### src/rtl/md_pkg.sv
// Shared types and constants for the multiply/divide engine.
// Contents: FSM state encoding, op-select constants, and a
// constant-evaluable log2 helper used to size the step counter.
package md_pkg;

    typedef enum logic [2:0] {
        MD_IDLE     = 3'd0,
        MD_MUL      = 3'd1,
        MD_DIV_PREP = 3'd2,
        MD_DIV_ITER = 3'd3,
        MD_DIV_FIX  = 3'd4,
        MD_DONE     = 3'd5
    } md_state_t;

    localparam logic MD_OP_MUL = 1'b1;
    localparam logic MD_OP_DIV = 1'b0;

    // Smallest r with 2**r >= v.
    function automatic int clog2(input int v);
        int r;
        r = 0;
        for (int i = 0; i < 31; i++) begin
            if ((1 << i) < v) r = i + 1;
        end
        return r;
    endfunction

endpackage

### src/rtl/mul_div_unit_if.sv
// E-stage <-> multiply/divide engine connection.
// master: E-stage side (drives request, cancel, hold; reads stall/result).
// slave : engine side.
interface mul_div_unit_if #(parameter int WIDTH = 32);
    logic             start;
    logic             op_mul;
    logic             op_signed;
    logic [WIDTH-1:0] a;
    logic [WIDTH-1:0] b;
    logic             cancel;
    logic             hold;
    logic             stall;
    logic             done;
    logic [WIDTH-1:0] hi;
    logic [WIDTH-1:0] lo;
    logic             div_by_zero;

    modport master (
        output start, op_mul, op_signed, a, b, cancel, hold,
        input  stall, done, hi, lo, div_by_zero
    );

    modport slave (
        input  start, op_mul, op_signed, a, b, cancel, hold,
        output stall, done, hi, lo, div_by_zero
    );
endinterface

### src/rtl/mul_div_unit_div_radix2_core.sv
// Radix-2 restoring divider datapath (unsigned magnitudes only).
// Ports:
//   clk, rst          clock, synchronous active-high reset
//   load              capture dividend/divisor, clear partial remainder
//   step              retire one quotient bit (MSB first)
//   dividend, divisor unsigned operands
//   quotient, remainder results, valid after WIDTH steps
module div_radix2_core #(
    parameter int WIDTH = 32
) (
    input  logic             clk,
    input  logic             rst,
    input  logic             load,
    input  logic             step,
    input  logic [WIDTH-1:0] dividend,
    input  logic [WIDTH-1:0] divisor,
    output logic [WIDTH-1:0] quotient,
    output logic [WIDTH-1:0] remainder
);
    logic [WIDTH-1:0] rem_q, rem_d;
    logic [WIDTH-1:0] quo_q, quo_d;
    logic [WIDTH-1:0] dvs_q, dvs_d;
    logic [WIDTH:0]   shifted;
    logic [WIDTH:0]   diff;

    always_comb begin
        // Quotient register doubles as the dividend shifter: its MSB
        // feeds the partial remainder while quotient bits enter at the LSB.
        shifted = {rem_q, quo_q[WIDTH-1]};
        diff    = shifted - {1'b0, dvs_q};
        rem_d   = rem_q;
        quo_d   = quo_q;
        dvs_d   = dvs_q;
        if (load) begin
            rem_d = '0;
            quo_d = dividend;
            dvs_d = divisor;
        end else if (step) begin
            // diff[WIDTH] is the borrow: set means the trial subtract failed.
            if (!diff[WIDTH]) begin
                rem_d = diff[WIDTH-1:0];
                quo_d = {quo_q[WIDTH-2:0], 1'b1};
            end else begin
                rem_d = shifted[WIDTH-1:0];
                quo_d = {quo_q[WIDTH-2:0], 1'b0};
            end
        end
    end

    always_ff @(posedge clk) begin
        if (rst) begin
            rem_q <= '0;
            quo_q <= '0;
            dvs_q <= '0;
        end else begin
            rem_q <= rem_d;
            quo_q <= quo_d;
            dvs_q <= dvs_d;
        end
    end

    assign quotient  = quo_q;
    assign remainder = rem_q;
endmodule

### src/rtl/mul_div_unit.sv
// Multi-cycle multiply/divide engine for the E stage; produces {hi, lo}.
// Ports:
//   clk, rst  clock, synchronous active-high reset
//   bus       mul_div_unit_if.slave: start/op_mul/op_signed/a/b request,
//             cancel (E flush), hold (other stall), stall/done/hi/lo/
//             div_by_zero result side.
// Multiply: product pipeline of MUL_LATENCY registers, done MUL_LATENCY
// cycles after accept. Divide: WIDTH+2 cycles, 2 cycles for b==0.
module mul_div_unit
    import md_pkg::*;
#(
    parameter int WIDTH          = 32,
    parameter int MUL_LATENCY    = 2,
    parameter int SIGNED_OVF_SAT = 1
) (
    input logic           clk,
    input logic           rst,
    mul_div_unit_if.slave bus
);
    localparam int CW = clog2((WIDTH > 4) ? WIDTH : 4);
    localparam logic [WIDTH-1:0] MIN_VAL = {1'b1, {(WIDTH-1){1'b0}}};

    md_state_t        state_q, state_d;
    logic [CW-1:0]    cnt_q, cnt_d;
    logic [WIDTH-1:0] a_q, a_d, b_q, b_d;
    logic [WIDTH-1:0] hi_q, hi_d, lo_q, lo_d;
    logic             op_mul_q, op_mul_d, op_signed_q, op_signed_d;
    logic             q_neg_q, q_neg_d, r_neg_q, r_neg_d;
    logic             dz_q, dz_d, div_by_zero_q, div_by_zero_d;
    logic             core_load, core_step;
    logic [WIDTH-1:0] a_abs, b_abs, quo, rem, q_fix, r_fix;

    logic [MUL_LATENCY-1:0][2*WIDTH-1:0] mp_q, mp_d;
    logic [WIDTH:0]                      ma, mb;
    logic signed [2*WIDTH-1:0]           ma_x, mb_x, mprod;

    // Product is formed from the live request operands so stage 0 holds
    // it right after the accept edge. The WIDTH+1 sign-extended operands
    // are widened to 2*WIDTH; the low 2*WIDTH product bits are unchanged.
    always_comb begin
        ma    = {bus.op_signed & bus.a[WIDTH-1], bus.a};
        mb    = {bus.op_signed & bus.b[WIDTH-1], bus.b};
        ma_x  = (2*WIDTH)'($signed(ma));
        mb_x  = (2*WIDTH)'($signed(mb));
        mprod = ma_x * mb_x;
        mp_d[0] = mprod;
        for (int k = 1; k < MUL_LATENCY; k++) mp_d[k] = mp_q[k-1];
    end

    div_radix2_core #(.WIDTH(WIDTH)) u_core (
        .clk       (clk),
        .rst       (rst),
        .load      (core_load),
        .step      (core_step),
        .dividend  (a_abs),
        .divisor   (b_abs),
        .quotient  (quo),
        .remainder (rem)
    );

    always_comb begin
        a_abs = (op_signed_q && a_q[WIDTH-1]) ? -a_q : a_q;
        b_abs = (op_signed_q && b_q[WIDTH-1]) ? -b_q : b_q;
        q_fix = q_neg_q ? -quo : quo;
        r_fix = r_neg_q ? -rem : rem;
    end

    always_comb begin
        state_d       = state_q;
        cnt_d         = cnt_q;
        a_d           = a_q;
        b_d           = b_q;
        op_mul_d      = op_mul_q;
        op_signed_d   = op_signed_q;
        q_neg_d       = q_neg_q;
        r_neg_d       = r_neg_q;
        dz_d          = dz_q;
        hi_d          = hi_q;
        lo_d          = lo_q;
        div_by_zero_d = div_by_zero_q;
        core_load     = 1'b0;
        core_step     = 1'b0;

        // Flush abandons the instruction; results from the prior op survive.
        if (bus.cancel) begin
            state_d = MD_IDLE;
        end else begin
            unique case (state_q)
                MD_IDLE: begin
                    if (bus.start) begin
                        a_d         = bus.a;
                        b_d         = bus.b;
                        op_mul_d    = bus.op_mul;
                        op_signed_d = bus.op_signed;
                        if (bus.op_mul == MD_OP_MUL) begin
                            state_d = MD_MUL;
                            cnt_d   = CW'(MUL_LATENCY - 1);
                        end else begin
                            state_d = MD_DIV_PREP;
                        end
                    end
                end
                MD_MUL: begin
                    if (cnt_q == '0) begin
                        hi_d          = mp_q[MUL_LATENCY-1][2*WIDTH-1:WIDTH];
                        lo_d          = mp_q[MUL_LATENCY-1][WIDTH-1:0];
                        div_by_zero_d = 1'b0;
                        state_d       = MD_DONE;
                    end else begin
                        cnt_d = cnt_q - CW'(1);
                    end
                end
                MD_DIV_PREP: begin
                    q_neg_d = op_signed_q & (a_q[WIDTH-1] ^ b_q[WIDTH-1]);
                    r_neg_d = op_signed_q & a_q[WIDTH-1];
                    dz_d    = (b_q == '0);
                    if (b_q == '0) begin
                        state_d = MD_DIV_FIX;
                    end else begin
                        core_load = 1'b1;
                        cnt_d     = CW'(WIDTH - 1);
                        state_d   = MD_DIV_ITER;
                    end
                end
                MD_DIV_ITER: begin
                    core_step = 1'b1;
                    if (cnt_q == '0) state_d = MD_DIV_FIX;
                    else             cnt_d   = cnt_q - CW'(1);
                end
                MD_DIV_FIX: begin
                    if (dz_q) begin
                        lo_d = '1;
                        hi_d = a_q;
                    end else if (SIGNED_OVF_SAT != 0 && op_signed_q &&
                                 a_q == MIN_VAL && b_q == '1) begin
                        lo_d = MIN_VAL;
                        hi_d = '0;
                    end else begin
                        lo_d = q_fix;
                        hi_d = r_fix;
                    end
                    div_by_zero_d = dz_q && (op_mul_q == MD_OP_DIV);
                    state_d       = MD_DONE;
                end
                MD_DONE: begin
                    // Leaving DONE is the cycle E advances; a still-high
                    // start here belongs to the finished instruction.
                    if (!bus.hold) state_d = MD_IDLE;
                end
                default: state_d = MD_IDLE;
            endcase
        end
    end

    always_ff @(posedge clk) begin
        if (rst) begin
            state_q       <= MD_IDLE;
            cnt_q         <= '0;
            a_q           <= '0;
            b_q           <= '0;
            op_mul_q      <= 1'b0;
            op_signed_q   <= 1'b0;
            q_neg_q       <= 1'b0;
            r_neg_q       <= 1'b0;
            dz_q          <= 1'b0;
            hi_q          <= '0;
            lo_q          <= '0;
            div_by_zero_q <= 1'b0;
            mp_q          <= '0;
        end else begin
            state_q       <= state_d;
            cnt_q         <= cnt_d;
            a_q           <= a_d;
            b_q           <= b_d;
            op_mul_q      <= op_mul_d;
            op_signed_q   <= op_signed_d;
            q_neg_q       <= q_neg_d;
            r_neg_q       <= r_neg_d;
            dz_q          <= dz_d;
            hi_q          <= hi_d;
            lo_q          <= lo_d;
            div_by_zero_q <= div_by_zero_d;
            mp_q          <= mp_d;
        end
    end

    // Combinational so the pipeline freezes in the request cycle itself.
    assign bus.stall = ~bus.cancel &
                       (((state_q == MD_IDLE) & bus.start) |
                        (state_q == MD_MUL) | (state_q == MD_DIV_PREP) |
                        (state_q == MD_DIV_ITER) | (state_q == MD_DIV_FIX));
    assign bus.done        = (state_q == MD_DONE) & ~bus.cancel;
    assign bus.hi          = hi_q;
    assign bus.lo          = lo_q;
    assign bus.div_by_zero = div_by_zero_q;
endmodule

### src/flat_wrapper.sv
// flat-port wrapper written by rule: the top's interface ports become plain ports
module mul_div_unit_flat import md_pkg::*;
#(
    parameter int WIDTH          = 32,
    parameter int MUL_LATENCY    = 2,
    parameter int SIGNED_OVF_SAT = 1
)
  (clk, rst, bus_start, bus_op_mul, bus_op_signed, bus_a, bus_b, bus_cancel, bus_hold, bus_stall, bus_done, bus_hi, bus_lo, bus_div_by_zero);
  mul_div_unit_if #(.WIDTH(WIDTH)) bus_i ();
  input logic clk;
  input logic rst;
  input wire logic [$bits(bus_i.start)-1:0] bus_start;
  input wire logic [$bits(bus_i.op_mul)-1:0] bus_op_mul;
  input wire logic [$bits(bus_i.op_signed)-1:0] bus_op_signed;
  input wire logic [$bits(bus_i.a)-1:0] bus_a;
  input wire logic [$bits(bus_i.b)-1:0] bus_b;
  input wire logic [$bits(bus_i.cancel)-1:0] bus_cancel;
  input wire logic [$bits(bus_i.hold)-1:0] bus_hold;
  output wire logic [$bits(bus_i.stall)-1:0] bus_stall;
  output wire logic [$bits(bus_i.done)-1:0] bus_done;
  output wire logic [$bits(bus_i.hi)-1:0] bus_hi;
  output wire logic [$bits(bus_i.lo)-1:0] bus_lo;
  output wire logic [$bits(bus_i.div_by_zero)-1:0] bus_div_by_zero;
  assign bus_i.start = bus_start;
  assign bus_i.op_mul = bus_op_mul;
  assign bus_i.op_signed = bus_op_signed;
  assign bus_i.a = bus_a;
  assign bus_i.b = bus_b;
  assign bus_i.cancel = bus_cancel;
  assign bus_i.hold = bus_hold;
  assign bus_stall = bus_i.stall;
  assign bus_done = bus_i.done;
  assign bus_hi = bus_i.hi;
  assign bus_lo = bus_i.lo;
  assign bus_div_by_zero = bus_i.div_by_zero;
  mul_div_unit #(.WIDTH(WIDTH), .MUL_LATENCY(MUL_LATENCY), .SIGNED_OVF_SAT(SIGNED_OVF_SAT)) u_core (.clk(clk), .rst(rst), .bus(bus_i));
endmodule
### config.mk
export PLATFORM = sky130hd
export DESIGN_NAME = mul_div_unit_flat
export DESIGN_NICKNAME = d
export VERILOG_FILES = /design/src/rtl/md_pkg.sv /design/src/rtl/mul_div_unit_if.sv /design/src/rtl/mul_div_unit_div_radix2_core.sv /design/src/rtl/mul_div_unit.sv /design/src/flat_wrapper.sv
export SDC_FILE = /design/constraint.sdc
export NUM_CORES = 2
export LEC_CHECK = 0
export ABC_AREA = 1
export CORE_MARGIN = 3
export CORE_UTILIZATION = 45
export CTS_CLUSTER_DIAMETER = 50
export DETAILED_ROUTE_END_ITERATION = 8
export GPL_ROUTABILITY_DRIVEN = 0
export GPL_TIMING_DRIVEN = 0
export PLACE_DENSITY_LB_ADDON = 0.08
export SLEW_MARGIN = 20
export SYNTH_ARGS = -nofsm -noshare
export SYNTH_HDL_FRONTEND = slang
export SYNTH_SLANG_ARGS = --single-unit
### constraint.sdc
create_clock -name clk -period 21.7 [get_ports clk]
set_input_delay 4.34 -clock clk [delete_from_list [all_inputs] [get_ports clk]]
set_output_delay 4.34 -clock clk [all_outputs]
set_load 0.05 [all_outputs]
==> metrics.yaml <==
via_per_inst: 5.410
worstPathArrival_ns: 14.43
routed.top_layer: "met5"
min_to: "u_core.mp_q[127]$_SDFF_PP0_"
ctsResizeCount: 0
clockBufferDepth: 3
reg2reg_slack_ns: 18.21
ys.warnings.count: 0
clk_pin_slew_ns: 0.07
rr_endpoint: "u_core.u_core.quotient[0]$_SDFFE_PP0P_"
timing_worst_slew_pin_value_ns: 1.373
fin_skew_ns: 0.02514
overflow: 0
clock-sinks: 366
slowest_delay_ns: 1.17
min-delay-start: "u_core.mp_d[127]$_SDFF_PP0_"
antenna_found_initial: 27
clockRootBuffer: "clkbuf_16"
die_h_um: 370.5
h-tree-depth: 2
yosysUniqueCellTypes: 46
rsz0062_at_grt: "false"
post_cts.repair.setup_buffers: 0
cts_tree: "built"
reg2reg_from: "u_core.u_core.quotient[31]$_SDFFE_PP0P_"
nets: 9773
critical-path-slowest-cell: "fa_1"
pin_count: 138
coreArea_mm2: 0.1316
slew_headroom: 0.08487
place_hpwl_um: 213900
met3_length_um: 26540
endpoint_kind: "flop"
area_delta_synth_final_pct: 7.287
dr.pass1.iters: 7
wl_per_cell_um: 25.35
hold_path_depth: 2
final_common_cell: "nand2_1"
grt_pass1_wl_um: 369400
finalWirelength_um: 256600
crit_path_frequent_cell: "inv_1"
async_flop_share: 0
holdCritPathClass: "reg2reg"
cap_violations: 0
hold_viol: 0
setup_viol: 0
die_w_um: 370.5
hold_buffers: 0
outcome: "completed"
route.layer.met1.wl_um: 91730
r2r_cells: 17
io_buffers: 73
layout-drive-gt1-share: 0.02011
ys_seq_area_frac: 0.1226
num_rows: 133
fmax_mhz: 71.46
syn-mean-instance-area_um2: 7.282
drt_iter0_markers: 5973
synth_nets: 9658
crit_type: "in2reg"
synth_cells: 8210
start_util: 0.4542
wl_met2_um: 113200
grt_usage: 0.3747
dr_total_vias: 54760
place_area_mm2: 0.06276
finalInstanceArea_mm2: 0.06414
drc_errors: 0
grt_max_degree: 25
worst_skew_pair.late_latency_ns: 0.58
ant_nets: 0
ys.flop_type: "dfxtp_1"
worstPathRequired_ns: 22.14
grt_pass1_vias: 55240
crit_path_start_kind: "input pin"
dieArea_mm2: 0.1373
synth.ff_latch_count: 366
crit_fanout: 11
slew_viol_final: 0
layout_common_cells: "2086 x nand2_1, 2059 x inv_1, 1125 x fa_1"
netlist_area_mm2: 0.05978
numCtsBuffers: 39
synth-edff-count: 0
fin_crit_ns: 13.99
tns_ns: 0
timing.final.crit_share: 0.6449
-- sequential cells by signal, indices dropped and copies added (netlist names), 3 cells and up --
register / count
u_core.a_q: 32
u_core.b_q: 32
u_core.bus.hi: 32
u_core.bus.lo: 32
u_core.cnt_q: 5
u_core.mp_d: 64
u_core.mp_q: 64
u_core.state_q: 3
u_core.u_core.dvs_q: 32
u_core.u_core.quotient: 32
u_core.u_core.remainder: 32
-- cells in the mapped netlist, drive strengths merged (5+ instances only) --
library cell	instances	area, um2
nand3b	11	82.58
ha	251	3141
o21ai	277	1405
xnor2	32	280.3
clkbuf	360	1353
and2	5	31.28
nand2	2093	7899
buf	31	183.9
o21bai	13	97.59
a21oi	394	1972
fa	1126	22540
xor2	90	788.3
nor3	44	242.7
or2	18	112.6
a31oi	24	150.1
nor2	674	2557
nor4	6	37.54
nand3	226	1141
inv	2070	7770
o211ai	14	105.1
a21o	10	75.07
nand4	44	275.3
o21a	14	105.1
dfxtp	366	7327
-- per-layer routing --
layer / track usage / vias to the layer above
met5: 0 / -
met4: 0.2864 / 20
met3: 0.08435 / 951
met2: 0.5905 / 3272
met1: 0.4457 / 26500
li1: - / 24020
-- cell families after synthesis --
logic type                 after synthesis  share of synthesized area
and+or+nand+nor                       3125                     0.2075
adders and majority gates             1377                     0.4296
AOI/OAI and AO/OA                      757                    0.06670
buffers and inverters                 2463                     0.1558
xor gates and xnor gates               122                    0.01787
DFF                                    366                     0.1226
-- through the flow --
step	hold slack, ns	cells	setup WS (ns)	util
after floorplan	0.3883	8210	9.957	-
after global placement	0.3943	10040	7.246	0.4764
after detailed placement	0.3946	10040	7.363	0.4768
after CTS	0.3989	10110	7.902	0.4869
after global routing	0.4148	10110	7.332	0.4871
final	0.3946	10120	7.706	0.4873
-- how the worst max path moves through the flow --
stage	startpoint	end	slack, ns
3_5_place_dp	bus_op_signed	u_core.mp_d[127]$_SDFF_PP0_	7.36
2_1_floorplan	bus_a[31]	u_core.mp_d[127]$_SDFF_PP0_	9.96
3_3_place_gp	bus_op_signed	u_core.mp_d[127]$_SDFF_PP0_	7.25
5_1_grt	bus_op_signed	u_core.mp_d[127]$_SDFF_PP0_	7.33
4_1_cts	bus_op_signed	u_core.mp_d[127]$_SDFF_PP0_	7.90
6_report	bus_op_signed	u_core.mp_d[127]$_SDFF_PP0_	7.71
-- final cells by class --
class / count / area (um2)
diodes: 13 / 32.53
plain buffers: 391 / 1570
clock buffers: 49 / 1054
clock inverters: 21 / 287.8
fillers: 13690 / 67490
inverters: 2072 / 7777
multi-input cells: 5381 / 43150
flip-flops and latches: 366 / 7327
well taps: 1755 / 2196
repair buffers: 74 / 750.7
-- worst max-delay path: cells and delay by family --
kind            cells  cell delay [ns]
compound gates      1             0.13
fa+ha+maj           9             5.47
buf+inv            13             2.87
simple gates        9             1.59
Power is left out: the tool's default activity adds up to more than one toggle a clock period on the data nets, which glitch-free logic cannot reach.
